## src/rtl/probe_capture_pkg.sv

```systemverilog
// Shared constants, channel-index width helper and sample entry layout for probe_capture.
// Defining PROBE_CAPTURE_TIMESTAMP_EN adds the timestamp field to the entry.
package probe_capture_pkg;

  localparam int unsigned TS_W       = 16;
  localparam int unsigned MAX_CHAN_W = 4;
  localparam int unsigned MAX_DATA_W = 64;

  // Channel index width, never narrower than one bit.
  function automatic int unsigned chan_w(input int unsigned channels);
    if (channels <= 1) return 32'd1;
    return $clog2(channels);
  endfunction

  // Widest-case entry; instances store the same field order trimmed to their own widths.
  typedef struct packed {
    logic [MAX_CHAN_W-1:0] chan;
    logic [MAX_DATA_W-1:0] data;
`ifdef PROBE_CAPTURE_TIMESTAMP_EN
    logic [TS_W-1:0]       ts;
`endif
  } probe_entry_t;

endpackage

```

## src/rtl/probe_fifo.sv

```systemverilog
// Synchronous FIFO holding probe samples; accepts a push while full when a pop happens
// in the same cycle. The head entry is presented combinationally from storage.
module probe_fifo
  import probe_capture_pkg::*;
#(
  parameter int unsigned ENTRY_W = 8,
  parameter int unsigned DEPTH   = 8
) (
  input  logic                       clk,
  input  logic                       rst,
  input  logic                       push,
  input  logic [ENTRY_W-1:0]         push_data,
  input  logic                       pop,
  output logic [ENTRY_W-1:0]         head,
  output logic [$clog2(DEPTH+1)-1:0] count,
  output logic                       full,
  output logic                       empty
);

  localparam int unsigned PTR_W = $clog2(DEPTH);
  localparam int unsigned CNT_W = $clog2(DEPTH + 1);

  logic [ENTRY_W-1:0] mem [DEPTH];
  logic [PTR_W-1:0]   rd_ptr;
  logic [PTR_W-1:0]   wr_ptr;
  logic               do_push;
  logic               do_pop;

  assign full    = (count == CNT_W'(DEPTH));
  assign empty   = (count == '0);
  assign do_pop  = pop && !empty;
  assign do_push = push && (!full || do_pop);
  assign head    = mem[rd_ptr];

  always_ff @(posedge clk or posedge rst) begin
    if (rst) begin
      rd_ptr <= '0;
      wr_ptr <= '0;
      count  <= '0;
    end else begin
      if (do_push) wr_ptr <= wr_ptr + 1'b1;
      if (do_pop)  rd_ptr <= rd_ptr + 1'b1;
      count <= count + CNT_W'(do_push) - CNT_W'(do_pop);
    end
  end

  // Storage carries no reset; only entries behind a valid count are ever observed.
  always_ff @(posedge clk) begin
    if (do_push) mem[wr_ptr] <= push_data;
  end

endmodule

```

## src/rtl/probe_capture.sv

```systemverilog
// Multi-channel change-capture probe: change detect, shadow/pending slots, round-robin
// arbitration into a sample FIFO, saturating drop counter. PROBE_CAPTURE_TIMESTAMP_EN adds O_ts.
module probe_capture
  import probe_capture_pkg::*;
#(
  parameter int unsigned WIDTH    = 8,
  parameter int unsigned CHANNELS = 4,
  parameter int unsigned DEPTH    = 8,
  parameter int unsigned DROP_W   = 8
) (
  input  logic                        CLK,
  input  logic                        ASYNCRESET,
  input  logic [CHANNELS*WIDTH-1:0]   I,
  input  logic [CHANNELS-1:0]         en,
  output logic                        O_valid,
  input  logic                        O_ready,
  output logic [WIDTH-1:0]            O_data,
  output logic [chan_w(CHANNELS)-1:0] O_chan,
`ifdef PROBE_CAPTURE_TIMESTAMP_EN
  output logic [TS_W-1:0]             O_ts,
`endif
  output logic [DROP_W-1:0]           drops
);

  localparam int unsigned CW    = chan_w(CHANNELS);
  localparam int unsigned NDW   = $clog2(CHANNELS + 1);
  localparam int unsigned SUM_W = DROP_W + NDW;
  localparam int unsigned CNT_W = $clog2(DEPTH + 1);
`ifdef PROBE_CAPTURE_TIMESTAMP_EN
  localparam int unsigned TS_BITS = TS_W;
`else
  localparam int unsigned TS_BITS = 0;
`endif
  localparam int unsigned ENTRY_W = CW + WIDTH + TS_BITS;
  localparam logic [DROP_W-1:0] DROP_MAX = '1;

  logic [WIDTH-1:0]    prev   [CHANNELS];
  logic [WIDTH-1:0]    shadow [CHANNELS];
  logic [CHANNELS-1:0] pend;
  logic [CHANNELS-1:0] chg;
  logic [CHANNELS-1:0] drop;
  logic [CW-1:0]       last_gnt;
  logic [CW-1:0]       gnt_idx;
  logic                gnt_valid;
  logic                pop;
  logic                can_push;
  logic [NDW-1:0]      n_drops;
  logic [SUM_W-1:0]    drop_sum;
  logic [ENTRY_W-1:0]  push_entry;
  logic [ENTRY_W-1:0]  head;
  logic [CNT_W-1:0]    fifo_count;
  logic                fifo_full;
  logic                fifo_empty;
`ifdef PROBE_CAPTURE_TIMESTAMP_EN
  logic [TS_W-1:0]     ts;
  logic [TS_W-1:0]     shadow_ts [CHANNELS];
`endif

  assign pop      = O_valid && O_ready;
  assign can_push = !fifo_full || pop;

  always_comb begin
    chg = '0;
    for (int k = 0; k < int'(CHANNELS); k++)
      chg[k] = en[k] && (I[k*WIDTH +: WIDTH] != prev[k]);
  end

  // Round-robin: walk from the highest offset down so the channel right after last_gnt wins.
  always_comb begin
    int unsigned idx;
    idx       = 0;
    gnt_valid = 1'b0;
    gnt_idx   = '0;
    for (int i = int'(CHANNELS); i > 0; i--) begin
      idx = (32'(last_gnt) + 32'(i)) % CHANNELS;
      if (can_push && pend[CW'(idx)]) begin
        gnt_valid = 1'b1;
        gnt_idx   = CW'(idx);
      end
    end
  end

  // A change landing on a slot that is still occupied and not leaving this cycle is a drop.
  always_comb begin
    drop    = '0;
    n_drops = '0;
    for (int k = 0; k < int'(CHANNELS); k++) begin
      drop[k] = chg[k] && pend[k] && !(gnt_valid && gnt_idx == CW'(k));
      n_drops = n_drops + NDW'(drop[k]);
    end
  end

  assign drop_sum = SUM_W'(drops) + SUM_W'(n_drops);

`ifdef PROBE_CAPTURE_TIMESTAMP_EN
  assign push_entry = {gnt_idx, shadow[gnt_idx], shadow_ts[gnt_idx]};
`else
  assign push_entry = {gnt_idx, shadow[gnt_idx]};
`endif

  always_ff @(posedge CLK or posedge ASYNCRESET) begin
    if (ASYNCRESET) begin
      for (int k = 0; k < int'(CHANNELS); k++) begin
        prev[k]   <= '0;
        shadow[k] <= '0;
`ifdef PROBE_CAPTURE_TIMESTAMP_EN
        shadow_ts[k] <= '0;
`endif
      end
      pend     <= '0;
      last_gnt <= CW'(CHANNELS - 1);
      drops    <= '0;
`ifdef PROBE_CAPTURE_TIMESTAMP_EN
      ts       <= '0;
`endif
    end else begin
      for (int k = 0; k < int'(CHANNELS); k++) begin
        prev[k] <= I[k*WIDTH +: WIDTH];
        if (chg[k]) begin
          shadow[k] <= I[k*WIDTH +: WIDTH];
          pend[k]   <= 1'b1;
`ifdef PROBE_CAPTURE_TIMESTAMP_EN
          shadow_ts[k] <= ts;
`endif
        end else if (gnt_valid && gnt_idx == CW'(k)) begin
          pend[k] <= 1'b0;
        end
      end
      if (gnt_valid) last_gnt <= gnt_idx;
      if (n_drops != '0)
        drops <= (drop_sum > SUM_W'(DROP_MAX)) ? DROP_MAX : DROP_W'(drop_sum);
`ifdef PROBE_CAPTURE_TIMESTAMP_EN
      ts <= ts + 1'b1;
`endif
    end
  end

  probe_fifo #(
    .ENTRY_W (ENTRY_W),
    .DEPTH   (DEPTH)
  ) u_fifo (
    .clk       (CLK),
    .rst       (ASYNCRESET),
    .push      (gnt_valid),
    .push_data (push_entry),
    .pop       (pop),
    .head      (head),
    .count     (fifo_count),
    .full      (fifo_full),
    .empty     (fifo_empty)
  );

  assign O_valid = (fifo_count != '0);
  assign O_data  = fifo_empty ? '0 : head[TS_BITS +: WIDTH];
  assign O_chan  = fifo_empty ? '0 : head[TS_BITS + WIDTH +: CW];
`ifdef PROBE_CAPTURE_TIMESTAMP_EN
  assign O_ts    = fifo_empty ? '0 : head[TS_W-1:0];
`endif

endmodule

```

## config.mk

```make
export PLATFORM = sky130hd
export DESIGN_NAME = probe_capture
export DESIGN_NICKNAME = d
export VERILOG_FILES = /design/src/rtl/probe_capture_pkg.sv /design/src/rtl/probe_fifo.sv /design/src/rtl/probe_capture.sv
export SDC_FILE = /design/constraint.sdc
export NUM_CORES = 1
export LEC_CHECK = 0
export BUFFER_PORTS_ARGS = -buffer_cell sky130_fd_sc_hd__buf_2
export CAP_MARGIN = 20
export CORE_ASPECT_RATIO = 2
export CORE_MARGIN = 2
export CORE_UTILIZATION = 45
export DETAILED_ROUTE_END_ITERATION = 7
export PLACE_DENSITY_LB_ADDON = 0.25
export REMOVE_ABC_BUFFERS = 1
export SKIP_CTS_REPAIR_TIMING = 1
export SYNTH_ARGS = -nofsm -noshare
export SYNTH_HDL_FRONTEND = slang
export SYNTH_SLANG_ARGS = --single-unit
```

## constraint.sdc

```tcl
create_clock -name CLK -period 4.8 [get_ports CLK]
set_clock_uncertainty 0.15 [all_clocks]
set_input_delay 0.48 -clock CLK [delete_from_list [all_inputs] [get_ports CLK]]
set_output_delay 0.48 -clock CLK [all_outputs]
set_load 0.02 [all_outputs]
```

==> run summary <==
Hold_sp -> I[20]
Reg2Reg Launch Point -> u_fifo.count[2]
Asr flop ratio synth -> 52.4%
WHS -> 0.0352 ns
Vias in the first global route -> 4151
Post-Place Cells -> 701
Total wire length -> 13900 um
Unrepaired setup endpoints after global routing -> false
Fill cells -> 1311
Avg Synthesized Cell Area -> 15.9 um2
Core Box Area -> 15400 um2
Initial antenna violation count -> 0
Peak supply drop -> 0.433 mV
Layout cells sized above 1 -> 31.8%
Post-route cell area -> 8270 um2
Vias -> 3859
# setup viols final -> 0
CP max stage delay -> 0.46 ns
Register area share after synthesis -> 65.0%
Syn-to-layout area delta -> 16.6%
Setup crit start kind -> register
Layout Nets -> 579
Power share of the sequential group -> 40.1%
Ys flop type -> dfrtp_1
Status -> completed
Total clock sinks -> 168
Comb pwr share -> 37.8%
Root Driver -> clkbuf_16
CP Capture Type -> register
Worst reg2reg path depth -> 18
Flip-flop and latch area -> 4610 um2
Critical path's slowest cell -> or3_1
Vias/cell -> 5.25
Die width -> 92.8 um
First-pass GRT wire length -> 22200 um
Commonest non-fill, non-tap cell in the layout -> dfrtp_1
Worst-Skew Late Latency -> 0.43 ns
Hold Path Depth -> 1
Final Hold Fails -> 0
Final std cells w/o fill -> 735
Starting DRT DRC Count -> 127
Yosys warning count -> 0
IO Pins -> 58
Lkg Pwr -> 3.35 nW
DIE AREA -> 16800 um2
Initial Utilization -> 46.1%
All-Layer GR Usage -> 17.8%
PortBufs -> 57
DR pass1 iterations -> 4
Clk buf depth -> 2
Worst EP arrival -> 4.65 ns
Final Cycle Share -> 92.3%
CTS tree -> yes
WS Path Type -> reg -> reg
Hold endpoint -> prev[12]
Netlist cell types -> 42
Crit path time final -> 4.43 ns
End of the worst register-to-register path -> drops[5]
ANT nets after route -> 0
Switch Pwr -> 2.19 mW
Most used cell, CP -> ha_1
Mapped cell area -> 7090 um2
Worst-path cell chain -> inv_1, ha_1, nand2b_1, and3_1, or3_1, clkinv_2, and3_1, nor3_2, fa_1, ha_1, ha_1, inv_1, fa_1, nor2b_1, o211a_1, nand3_1, nand2_1, mux2_2
CP Max Fanout -> 12
Final global-route overflow total -> 0
Int Power -> 3.90 mW
Synth Instances -> 447
FF+latch count, synth -> 168
FP Rows -> 64
Number of synthesized flops with an enable pin -> 80
Multi-input logic area -> 2370 um2
HP Class -> in -> reg
Setup_tns -> 0 ns
Clk slew on worst S/H paths -> 0.07 ns
Area after DPL -> 7660 um2
Die Y -> 182 um
Total of max-cap violations -> 0
Slew Limit Fails -> 0
WL/cell -> 19.0 um
Commonest cells after routing, fill and taps aside -> 86 x dfrtp_1, 80 x edfxtp_1, 57 x buf_2
Fmax -> 226 MHz
Req. time, crit path -> 5.02 ns
Reg2reg setup slack -> 0.37 ns
Drt drc -> 0
Cell Pwr Density -> 737 nW/um2
Clock power share -> 22.0%
TritonCTS Buffers -> 17
Pin count of the biggest net entering global routing -> 54
Max-Slew Margin vs Limit -> 25.3%
Placer Congestion -> 0.783
Antenna diode count -> 0
Sw frac -> 35.9%
Least-Margin Pin Slew -> 1.12 ns
Htree depth -> 4
Post-DP HPWL -> 10100 um
-- worst max-delay path: cells and delay by family (launching register included) --
family / cells / cell delay, ns
compound gates: 1 / 0.22
fa+ha+maj: 5 / 1.63
buf+inv: 3 / 0.34
flops: 1 / 0.33
mux: 1 / 0.14
simple gates: 8 / 1.59
-- synthesized netlist by cell type (2+ instances only) --
cell      count  share of area, %
o21ai_1       3              0.21
a21o_1        3              0.32
and3_1        4              0.35
xor2_1        2              0.25
nand2_1      17              0.90
ha_1         13               2.3
o21ai_0       6              0.42
nor2b_1       2              0.18
mux4_2       20               6.4
dfstp_2       2              0.74
and2_1        2              0.18
clkbuf_1      3              0.16
nor3b_1       5              0.53
buf_2         3              0.21
nand4_1       8              0.71
edfxtp_1     80                34
o21ai_2       4              0.49
inv_1        20               1.1
nor3_1        5              0.35
dfrtp_1      86                30
a21oi_2       2              0.25
mux2_2       36               5.7
fa_1          3              0.85
nand3_1       6              0.42
buf_1         2              0.11
nor2_1       18              0.95
or3_1         2              0.18
a21oi_1       3              0.21
nand2b_1      4              0.35
mux2i_1      35               4.9
xnor2_1      37               4.6
-- area by class of cell --
class                           instances  share of cell area (%)
Clock buffer                           18                    5.19
Clock inverter                         14                    1.86
Inverter                               21                   0.984
Multi-Input combinational cell        248                    28.6
Sequential cell                       168                    55.7
Tap cell                              198                    3.00
Timing Repair Buffer                   68                    4.62
-- state kept, by name, indices dropped and copies added, names as in the netlist --
register       count
drops              8
last_gnt           2
pend               4
prev              32
shadow            32
u_fifo.count       4
u_fifo.mem        80
u_fifo.rd_ptr      3
u_fifo.wr_ptr      3
-- metrics by stage --
stage	setup WS, ns	util (%)	total power [mW]
2_1_floorplan	0.318	-	4.07
3_3_place_gp	0.574	49.7	4.67
3_5_place_dp	0.429	49.8	4.82
4_1_cts	0.393	53.6	6.17
5_1_grt	0.0923	53.8	6.48
6_report	0.369	53.8	6.10
-- power by group through the flow --
stage                     clock network, mW  logic [mW]  registers [mW]
after CTS                              1.36        2.35            2.46
after global placement                    0        2.22            2.45
after detailed placement                  0        2.33            2.49
after floorplan                           0        1.61            2.46
after global routing                   1.43        2.56            2.50
final                                  1.34        2.31            2.45
-- layer usage --
metal / wire length (um) / GRT usage, % / part of all wire, %
met1: 5070 / 18.5 / 36
met2: 8220 / 34.2 / 59
met3: 369 / 3.32 / 2.6
met4: 286 / 7.65 / 2.1
met5: 0 / 0 / 0
-- worst max-delay path by stage --
| stage | startpoint | endpoint | slack [ns] |
|---|---|---|---|
| floorplan | last_gnt[1] | drops[5] | 0.32 |
| global route | u_fifo.count[2] | drops[5] | 0.09 |
| finish | u_fifo.count[2] | drops[5] | 0.37 |
| CTS | u_fifo.count[2] | drops[5] | 0.39 |
| global placement | u_fifo.count[2] | drops[5] | 0.57 |
| detailed placement | u_fifo.count[2] | drops[5] | 0.43 |
-- logic make-up (layout without fill, tap and decap cells) --
kind of cell	after synthesis	count (layout)	share of synthesized area, %
simple gates	74	74	5.24
xor+xnor	39	39	4.82
flops	168	168	65.0
buf+inv	31	121	2.05
fa+ha+maj	16	16	3.14
mux	91	91	17.0
compound gates	28	28	2.75
Power figures use the tool's default switching activity.
